## src/rtl/mem_byte_ctrl.sv

```systemverilog
// mem_byte_ctrl: serialises byte/half/word loads and stores onto an 8-bit RAM port with 1-cycle read latency.
// Define MEM_MISALIGN_TRAP_EN to reject misaligned half/word accesses instead of splitting them bytewise.
module mem_byte_ctrl #(
  parameter int unsigned ADDR_WIDTH = 12
) (
  input  logic                  clk_i,
  input  logic                  rst_i,
  input  logic                  req_valid_i,
  output logic                  req_ready_o,
  input  logic                  req_we_i,
  input  logic [1:0]            req_size_i,
  input  logic                  req_unsigned_i,
  input  logic [ADDR_WIDTH-1:0] req_addr_i,
  input  logic [31:0]           req_wdata_i,
  output logic                  rsp_valid_o,
  output logic [31:0]           rsp_rdata_o,
  output logic                  rsp_err_o,
  output logic [ADDR_WIDTH-1:0] ram_addr_o,
  output logic [7:0]            ram_din_o,
  output logic                  ram_we_o,
  input  logic [7:0]            ram_dout_i
);

  typedef enum logic [1:0] {IDLE, WRITE, READ, RESP} state_t;

  state_t                state, state_next;
  logic                  we_q, uns_q, err_q;
  logic [1:0]            size_q;
  logic [ADDR_WIDTH-1:0] addr_q;
  logic [31:0]           wdata_q, rdata_q, load_data;
  logic [2:0]            cnt, nbytes;
  logic [1:0]            cap_idx;
  logic                  accept, acc_err;

  always_comb begin
    case (size_q)
      2'b00:   nbytes = 3'd1;
      2'b01:   nbytes = 3'd2;
      default: nbytes = 3'd4;
    endcase
  end

  always_comb begin
    acc_err = (req_size_i == 2'b11);
`ifdef MEM_MISALIGN_TRAP_EN
    if (req_size_i == 2'b01 && req_addr_i[0]) acc_err = 1'b1;
    if (req_size_i == 2'b10 && req_addr_i[1:0] != 2'b00) acc_err = 1'b1;
`endif
  end

  always_comb begin
    case (size_q)
      2'b00:   load_data = {{24{~uns_q & rdata_q[7]}}, rdata_q[7:0]};
      2'b01:   load_data = {{16{~uns_q & rdata_q[15]}}, rdata_q[15:0]};
      default: load_data = rdata_q;
    endcase
  end

  // Read data lags the driven address by one cycle, so READ runs one cycle past the last address.
  assign cap_idx = cnt[1:0] - 2'd1;

  always_comb begin
    state_next  = state;
    req_ready_o = 1'b0;
    rsp_valid_o = 1'b0;
    rsp_rdata_o = '0;
    rsp_err_o   = 1'b0;
    ram_addr_o  = '0;
    ram_din_o   = '0;
    ram_we_o    = 1'b0;
    case (state)
      IDLE: req_ready_o = 1'b1;
      WRITE: begin
        ram_we_o   = 1'b1;
        ram_addr_o = addr_q + ADDR_WIDTH'(cnt);
        ram_din_o  = wdata_q[{cnt[1:0], 3'b000} +: 8];
        if (cnt == nbytes - 3'd1) state_next = RESP;
      end
      READ: begin
        if (!err_q) ram_addr_o = addr_q + ADDR_WIDTH'(cnt);
        if (err_q || cnt == nbytes) state_next = RESP;
      end
      RESP: begin
        req_ready_o = 1'b1;
        rsp_valid_o = 1'b1;
        rsp_err_o   = err_q;
        rsp_rdata_o = (err_q || we_q) ? '0 : load_data;
        state_next  = IDLE;
      end
      default: state_next = IDLE;
    endcase
    accept = req_valid_i & req_ready_o;
    // Rejected requests pass through READ for one cycle with the RAM port idle.
    if (accept) state_next = (acc_err || !req_we_i) ? READ : WRITE;
  end

  always_ff @(posedge clk_i) begin
    if (rst_i) begin
      state   <= IDLE;
      cnt     <= '0;
      we_q    <= 1'b0;
      uns_q   <= 1'b0;
      err_q   <= 1'b0;
      size_q  <= '0;
      addr_q  <= '0;
      wdata_q <= '0;
      rdata_q <= '0;
    end else begin
      state <= state_next;
      if (accept) begin
        we_q    <= req_we_i;
        uns_q   <= req_unsigned_i;
        size_q  <= req_size_i;
        addr_q  <= req_addr_i;
        wdata_q <= req_wdata_i;
        err_q   <= acc_err;
        cnt     <= '0;
        rdata_q <= '0;
      end else if (state == WRITE || state == READ) begin
        cnt <= cnt + 3'd1;
        if (state == READ && cnt != 3'd0) rdata_q[{cap_idx, 3'b000} +: 8] <= ram_dout_i;
      end
    end
  end

endmodule

```

## config.mk

```make
export PLATFORM = sky130hd
export DESIGN_NAME = mem_byte_ctrl
export DESIGN_NICKNAME = d
export VERILOG_FILES = /design/src/rtl/mem_byte_ctrl.sv
export SDC_FILE = /design/constraint.sdc
export NUM_CORES = 1
export LEC_CHECK = 0
export CORE_UTILIZATION = 52
export CTS_CLUSTER_DIAMETER = 60
export DETAILED_ROUTE_END_ITERATION = 12
export GPL_ROUTABILITY_DRIVEN = 0
export GPL_TIMING_DRIVEN = 0
export PLACE_DENSITY_LB_ADDON = 0.08
export SLEW_MARGIN = 10
export SYNTH_ARGS = -nofsm -noshare
export SYNTH_HDL_FRONTEND = slang
export SYNTH_SLANG_ARGS = --single-unit
```

## constraint.sdc

```tcl
create_clock -name clk_i -period 5.4 [get_ports clk_i]
set_input_delay 1.08 -clock clk_i [delete_from_list [all_inputs] [get_ports clk_i]]
set_output_delay 1.08 -clock clk_i [all_outputs]
set_load 0.02 [all_outputs]
```

### Yosys cells after proc, flatten, opt, wreduce, memory -nomap -nowiden

Cells that the tools add are included.

* register bits: 86
* input port bits: 59
* output and inout bits: 56
* logic and storage cells: 61

* add/sub/neg operators: 5
* eq/ne operators: 9
* shift-type cells: 3
* mux-type cells: 17
* bitwise gates (word level): 4
* reduce and logical (&&, ||, !) cells: 14

Operators by type and width (number)
* $mux W32: 2
* $pmux W32 S2: 1
* $bwmux W32: 1
* $shift A8 B7 Y32 const A: 1
* $shiftx A32 B6 Y8: 1
* $shiftx A8 B7 Y32: 1
* $pmux W12 S2: 1
* $add A12 B3 Y12: 1
* $mux W12: 1
* $mux W2: 4
* $mux W8: 1
* $neg A5 Y7: 1
* $eq A2 B2 Y1 const B: 3
* $eq A3 B3 Y1: 2
* $ne A3 B3 Y1 const B: 2
* $pmux W2 S3: 1
* $pmux W3 S2: 1
* $eq A2 B1 Y1 const B: 2
* $logic_not A2 Y1: 2
* $logic_or A1 B1 Y1: 4
* $mux W1: 4
* $reduce_bool A4 Y1: 1
* $reduce_or A2 Y1: 2
* $add A3 B1 Y3 const B: 1
* 9 further kinds: 11

### Longest topological paths before layout

Gate-level depths: netlist of the first run.

* depth after elaboration: 7
* depth in mapped cells: 9
* mapped depth without buffers: 8

### Worst setup path before layout of the first run

No wires, ideal clock.

* kind: reg2out
* start: reg cnt[1]
* end: out ram_addr_o[10]
* data arrival time: 2.240 ns
* setup slack: 2.080 ns
* cell stages (with the launch flop): 9
* buffers on the path: 1
* cells stage by stage: dfxtp_1 buf_1 inv_1 fa_1 nand2b_1 a21oi_1 nand4_1 xor2_1 nor2_1

* word-level cells in the longest chain between the ends: 3

RTL lines
* start, declared: line 31 `logic [2:0] cnt, nbytes;`
* start signal, assigned: line 120 `cnt <= cnt + 3'd1;`
* $add A12 B3 Y12 (*): line 75, 80
* $mux W12: line 80 `if (!err_q) ram_addr_o = addr_q + ADDR_WIDTH'(cnt);`
* $pmux W12 S2 (*): line 71 `case (state)`
* end, declared: line 18 `output logic [ADDR_WIDTH-1:0] ram_addr_o,`

Mark *: on every way between the ends. The rest lies on a longest branch, timed or not.

### Worst setup path after layout of the first run

Same ends and word-level chain as after synthesis.

==> results.md, run 1 <==
Clocking:
- Once the clock tree was built, the setup fixing pass inserted 0 buffers.
- The maximum count of clock buffers along a single path is 2.
- The insertion delay to the later sink of the worst-skew pair is 0.35 ns.
- TritonCTS created 9 clock buffers.
- After clock tree synthesis, the repair step resized 0 gates.
- The clock root buffer master is clkbuf_8.
- For this design, the sink count on the clock tree is 86.
- After clock tree synthesis, the clock-pin slew on the worst setup and hold paths is 0.09 ns.
- The number of H-tree levels is 3.
- TritonCTS built the clock tree.
- The hold-fix buffer count after cts is 0.

Synthesis:
- The proportion of netlist area held by the largest area contributor is 40.81%.
- The synthesized netlist cell count is 559.
- The synthesized design spends more area on one cell type than any other, namely dfxtp_1.
- The commonest register cell after synthesis is dfxtp_1.
- The number of enable flip-flop cells after synthesis is 0.
- The netlist uses 36 different library cells.
- The yosys synthesis warning count is 0.
- In the post-synthesis netlist, the biggest area contributors are dfxtp_1 (41%), a21oi_1 (13%), nand2_1 (10%).
- Sequential elements use 40.81% of the synthesized area.
- The flip-flop and latch count after synthesis is 86.
- The mapped cell area is between 0.004 and 0.005 mm2.
- The number of nets in the synthesized netlist is 631.
- The average cell area after synthesis is 7.547 um2.
- The fraction of synthesis flops using an asynchronous set or reset pin is 0%.

GRT:
- Global routing consumed, on the met1 layer, 30.92% of the routing resources.
- The pin count of the biggest net entering global routing is 16.
- The via count of the first global-routing pass came to 4054.
- Global routing consumed, on the met3 layer, slightly above 4% of the routing resources.
- After global routing the overflow that remains totals 0.
- The most heavily used metal layer in global routing is met2.
- The number of antenna violations at the first check in global routing was 0.
- Across every metal layer, demand over resource in global routing totals 26.86%.
- The global routing usage on met2 is between 40% and 50%.
- The first global-routing pass estimated 18120 um of wire.

Finish:
- The number of fill cells in the layout is about 640.
- The post-synthesis to final-layout area growth is 34.40%.
- In the final layout, the multi-input gates occupy 0.002246 mm2.
- In the final layout, flip-flops and latches occupy 0.001722 mm2.
- The number of diodes is 0.
- The utilization after layout is 73.00%.
- In the final design database the tool counted approximately 760 nets.
- The finished layout holds 790 standard cells, fillers aside.
- Leaving out fill and tap cells, the most frequent cell in the layout is nand2_1.
- In the layout the commonest cells are nand2_1 (117), clkdlybuf4s50_1 (113), a21oi_1 (111), dfxtp_1 (86), nor2_1 (40).
- Cells with a size suffix above 1 make up around 4.5% of the layout.

Setup path:
- The largest single stage delay on the critical path is around 0.6 ns.
- The number of cell instances on the worst register-to-register path is 8.
- Among all stages on the critical path, the largest delay is contributed by clkdlybuf4s50_1.
- Along the worst path, the maximum fanout reaches 10.
- The startpoint identified for the worst register-to-register timing path is cnt[1].
- The minimum setup slack among reg-to-reg paths is 2.56 ns.
- The worst setup path is captured at an output port.
- The kind of start point of the critical path is a flop.
- The worst setup path startpoint is cnt[1].
- The worst setup path is of the flop to output port kind.
- The critical path goes through buf_1 > inv_1 > fa_1 > nand2b_1 > a21oi_1 > nand4_1 > xor2_1 > nor2_1 > clkdlybuf4s50_1.
- Data on the critical path arrives at its endpoint at 3.53 ns.
- STA puts the critical path data required time at 4.32 ns.
- The end of the worst register-to-register path is rdata_q[9].

Timing:
- Setup repair after global routing left no endpoint under its margin.
- The final period demand of the worst path is 4.609 ns.
- The number of endpoints with negative hold slack in the final report was 0.
- The maximum frequency from static timing analysis is 0.2170 GHz.
- The final number of max-transition violations is 0.
- Setup violations remaining at the end of the flow were counted as 0.
- For the final routed database, the setup TNS stands at 0 ns.
- The transition time at the pin with the least slew margin is 0.6143 ns.
- The relative max-transition margin is 59.05%.
- Hold timing on the final database bottoms out at a slack of between 0.4 and 0.5 ns.
- The final cycle utilization of the critical path is between 80% and 90%.
- The final worst clock skew is 0.008028 ns.

Power and ir drop:
- For this design the ratio of total power to cell area is between 300 and 400 mW/mm2.
- For this design the static power due to leakage is 2.005 nW.
- The worst-case IR drop observed on VDD is 0.0002306 V.

Die:
- The initial core utilization is between 50% and 60%.
- The number of ports placed on the die boundary is between 100 and 150.
- The initialized floorplan defines 32 standard-cell rows.
- The total core area is roughly 0.008 mm2.
- The die is 92.08 um tall.
- The die boundary width is between 90 and 100 um.
- The floorplan step defined a die boundary enclosing 0.008478 mm2.

Detailed routing:
- The remaining number of nets flagged by the antenna check after routing is 0.
- The first-pass iteration count of the detailed router is 4.
- After detailed routing, the average wire length per cell comes to 14.02 um.
- The via count is around 4.2k.
- In this run, the number of DRC markers left after iteration 0 of detailed routing was 166.
- Summed over all layers, the routed wires come to 11080 um.
- The post-route DRC violation count is 0.
- The number of vias per cell after detailed routing is 5.368.

Place:
- The count of buffers inserted at the top-level ports is 113.
- After legalization and detailed placement, the total HPWL measured 8398 um.
- The cell total after placement is 774.

Hold path:
- Counting instances, the worst hold path has a depth of 2.
- The type of the tightest min-delay check is flop to flop.
- The startpoint identified for the worst hold timing path is wdata_q[22].
- The worst hold path endpoint is wdata_q[22].

Status:
- The run finished with clean final reports.

Run:
- The total of max-cap violations is 0.
==> cell type report <==
cell class,instances,area share (%)
Buffer,40,2.780
Clock buffer,11,2.670
Clock inverter,5,0.7282
Inverter,25,1.655
Multi-Input combinational cell,408,39.61
Sequential cell,86,30.36
Tap cell,102,2.251
Timing Repair Buffer,113,19.95
==> layer usage <==
metal,routed length (um),up-vias
met3,538,28
li1,-,2135
met1,4501,1938
met4,297,0
met2,5742,140
met5,0,-
==> per-stage QoR <==
stage                     cell area [um2]  worst slack (ns)  power [mW]
after floorplan                      4219             2.080       1.274
after global placement               5478             1.246       1.494
after detailed placement             5478             1.211       1.522
after CTS                            5670            0.8103       1.949
after global routing                 5670            0.5534       2.070
final                                5670            0.7915       1.948
==> synthesized netlist by cell type, types with 3 or more instances <==
library cell,number
mux4_2,8
o21ai_0,11
and3_1,10
nand4_1,4
clkbuf_1,31
buf_2,6
xnor2_1,3
or3_1,3
nand2_1,117
nand2b_1,11
nor2b_1,3
nor3_1,18
a21oi_1,111
inv_1,25
ha_1,12
dfxtp_1,86
nor2_1,40
nand3_1,14
and2_1,10
xor2_1,7
nor4_1,9
buf_1,3
==> power breakdown <==
group	internal, mW	leakage, nW	switching, mW
Combinational	0.280	1.21	0.455
Clock	0.196	0.0922	0.237
Sequential	0.715	0.700	0.0664
Total	1.19	2.01	0.758
==> cell families after synthesis <==
logic type,after synthesis,synth area share [%]
AOI/OAI and AO/OA,131,16.13
xor gates and xnor gates,10,2.076
adders and majority gates,13,4.033
buffers and inverters,65,5.961
DFF,86,40.81
muxes,10,4.745
and+or+nand+nor,244,26.25
==> worst max path at each step <==
stage | endpoint | cells past startpoint | slack (ns)
4_1_cts | ram_addr_o[10] | 9 | 0.81
5_1_grt | ram_addr_o[10] | 9 | 0.55
3_5_place_dp | ram_addr_o[10] | 9 | 1.21
3_3_place_gp | ram_addr_o[10] | 9 | 1.25
2_1_floorplan | ram_addr_o[10] | 8 | 2.08
6_report | ram_addr_o[10] | 9 | 0.79
==> flip-flops by register name, summed over array words and instances, names as in the netlist <==
name	flops
addr_q	12
state	2
cnt	3
wdata_q	32
size_q	2
uns_q	1
we_q	1
err_q	1
rdata_q	32
==> worst max-delay path: cells and delay by family (launching register included) <==
family,cells,cell delay (ns)
adders and majority gates,1,0.48
and+or+nand+nor,3,0.40
buffers and inverters,3,1.41
AOI/OAI and AO/OA,1,0.20
xor gates and xnor gates,1,0.17
DFF,1,0.52
(Power assumes the default switching activity.)
==> run 2: changes to the inputs <==
--- a/config.mk
+++ b/config.mk
@@ -5,6 +5,7 @@
 export SDC_FILE = /design/constraint.sdc
 export NUM_CORES = 1
 export LEC_CHECK = 0
+export CAP_MARGIN = 25
 export CORE_UTILIZATION = 52
 export CTS_CLUSTER_DIAMETER = 60
 export DETAILED_ROUTE_END_ITERATION = 12
==> results of run 2 <==
No change in the layout: final DEF, timing and power equal those of run 1.
==> run 3: changes to the inputs <==
--- a/config.mk
+++ b/config.mk
@@ -6,7 +6,9 @@
 export NUM_CORES = 1
 export LEC_CHECK = 0
 export CAP_MARGIN = 25
-export CORE_UTILIZATION = 52
+export CELL_PAD_IN_SITES_DETAIL_PLACEMENT = 1
+export CELL_PAD_IN_SITES_GLOBAL_PLACEMENT = 1
+export CORE_UTILIZATION = 37
 export CTS_CLUSTER_DIAMETER = 60
 export DETAILED_ROUTE_END_ITERATION = 12
 export GPL_ROUTABILITY_DRIVEN = 0
==> results.md, run 3 (synthesis gave the netlist of run 1 again) <==
Power and ir drop:
- Across the VDD grid, the largest voltage drop is 0.0001645 V.
- Summed over all cells, the static leakage comes to 2.055 nW.
- The switching part of the total is 37.52%.
- Sequential cells account for 35.8% of the total power.
- The power density relative to cell area is 375.5 mW/mm2.
- The relative contribution of combinational cells to total power is 34.8%.
- The analysis attributes to net switching a power of between 0.8 and 0.9 mW.
- The total chip power is 2.191 mW.
- The internal cell power is 1.369 mW.
- The part of the power in the clock network is 29.5%.

Detailed routing:
- Once detail routing completed, the nets flagged for antenna violations numbered 0.
- The number of vias per cell after detailed routing is 5.233.
- The routed design has 13400 um of wire.
- The post-route DRC violation count is 0.
- The first-pass iteration count of the detailed router is 4.
- For this block, the via count after detailed routing is 4333.
- The number of DRC markers in iteration 0 is 115.
- The wire length per cell is about 16 um.

Timing:
- The final cycle utilization of the critical path is 85.97%.
- The smallest clock period supported by the final layout is computed as between 4 and 5 ns.
- After layout, the worst setup slack is 0.7578 ns.
- The final worst clock skew is 0.007834 ns.
- Setup repair after global routing left no endpoint under its margin.
- Adding up every negative setup slack in the final design gives 0 ns.
- The number of endpoints with negative hold slack in the final report came to 0.
- The transition time at the pin with the least slew margin is 0.6427 ns.
- Timing would allow up to 0.2154 GHz.
- The final number of max-transition violations was 0.
- Measured against its own limit, the worst slew margin works out to 57.15%.
- Setup violations remaining at the end of the flow were counted as 0.

GRT:
- Entering global routing, the biggest net connects 16 pins.
- The via count of the first global-routing pass is 4431.
- The overflow left after global routing is 0.
- The combined global-route utilization of all metal layers is 23.76%.
- The global-route wire length before repair is between 20000 and 25000 um.
- The number of antenna violations at the first check in global routing is 0.

Clocking:
- The insertion delay to the later sink of the worst-skew pair is 0.35 ns.
- The root buffer cell chosen for the clock tree is clkbuf_16.
- The maximum count of clock buffers along a single path is 2.
- The CTS tree is built.
- The number of clock buffers added by TritonCTS is 9.
- Clock-pin slew was measured on the worst setup and hold paths at around 0.07 ns.
- The number of gates resized after cts is 0.
- The H-tree was split into 3 levels.
- The number of clock sinks is 86.
- Buffers inserted to repair hold after CTS numbered 0.
- The total setup buffers inserted after CTS is 0.

Setup path:
- The type of the worst setup path is flop to output port.
- STA classifies the critical path endpoint as an output port.
- The peak fanout along the critical path is 10.
- The data arrival time of the critical path is 3.56 ns.
- At the worst endpoint, the required time is 4.32 ns.
- STA classifies the critical path startpoint as a flop.

Finish:
- The most common library cell in the layout ignoring fill and taps is nand2_1.
- In the final layout, the registers with the most flip-flops are rdata_q: 32 flops, wdata_q: 32 flops, addr_q: 12 flops.
- The post-synthesis to final-layout area growth is 38.29%.
- The number of diodes is 0.
- The top cell types in the final layout, fill and taps aside, are nand2_1 (117), clkdlybuf4s50_1 (113), a21oi_1 (111), dfxtp_1 (86), nor2_1 (40).
- The final instance area is 0.005834 mm2.
- The number of nets in the finished design is 755.
- The share of post-route cells with drive strength above 1 is 4.506%.
- The layout has ~1.4k filler cells.
- The utilization after layout is 53.12%.
- The total area of multi-input combinational cells is 0.002246 mm2.
- The register cell area after layout is 0.001722 mm2.

Hold path:
- The worst hold path belongs to the class flop to flop.

Die:
- The die boundary width is roughly 110 um.
- roughly 120 I/O pins were placed.
- In this run the vertical extent of the chip is around 110 um.
- In this run the core area contains 38 standard-cell rows.
- Once the floorplan was initialized, standard cells occupied between 30% and 40% of the core.
- The die covers 0.01183 mm2.
- The total core area is 0.01098 mm2.

Run:
- The tool flagged a number of max-cap violations equal to 0.

Status:
- The flow ran to the end, and the final reports show no timing, DRC or antenna violations.

Place:
- In this run the tool buffered the top-level ports with ~110 buffer cells.
- The worst slack at placement is roughly 1.1 ns.
- The total cell area at the placement stage is 0.005525 mm2.
- Once detailed placement completed, the half-perimeter wirelength came to 10110 um.
==> run 3: through the flow <==
step           hold slack [ns]  std cells
2_1_floorplan           0.4274        559
3_3_place_gp            0.4344        812
3_5_place_dp            0.4466        812
4_1_cts                 0.4554        828
5_1_grt                 0.4752        828
6_report                0.4568        828
==> run 3: path summary, 6_finish.rpt <==
path / from / endpoint / slack [ns] / cells after the start
max: cnt[1] / ram_addr_o[10] / 0.76 / 9
max reg2reg: cnt[1] / rdata_q[10] / 2.45 / 8
min: rdata_q[3] / rdata_q[3] / 0.46 / 2
min reg2reg: rdata_q[3] / rdata_q[3] / 0.46 / 2
==> run 3: per-layer routing <==
layer | track usage, % | vias up | part of all wire [%]
li1 | - | 2127 | -
met1 | 25.27 | 2067 | 41
met2 | 43.90 | 103 | 52
met3 | 4.722 | 36 | 3.5
met4 | 12.74 | 0 | 3.9
met5 | 0 | - | 0
==> run 3: layout make-up <==
class	instances	area share, %
clock inverters	6	1.201
plain buffers	40	2.702
flip-flops and latches	86	29.51
well taps	140	3.002
multi-input cells	408	38.49
inverters	25	1.608
clock buffers	10	4.096
repair buffers	113	19.39
==> run 3: power by group through the flow <==
stage               Combinational (mW)  Clock (mW)  Sequential, mW
floorplan                        0.501           0           0.773
global placement                 0.732           0           0.791
global route                     0.843       0.680           0.795
detailed placement               0.763           0           0.797
finish                           0.762       0.646           0.783
CTS                              0.770       0.657           0.783
==> run 3: critical path: stages (launching register included) <==
cell and delay, ns:
dfxtp_1 0.52, buf_1 0.55, inv_1 0.29, fa_1 0.48
nand2b_1 0.18, a21oi_1 0.20, nand4_1 0.13, xor2_1 0.16
nor2_1 0.09, clkdlybuf4s50_1 0.61
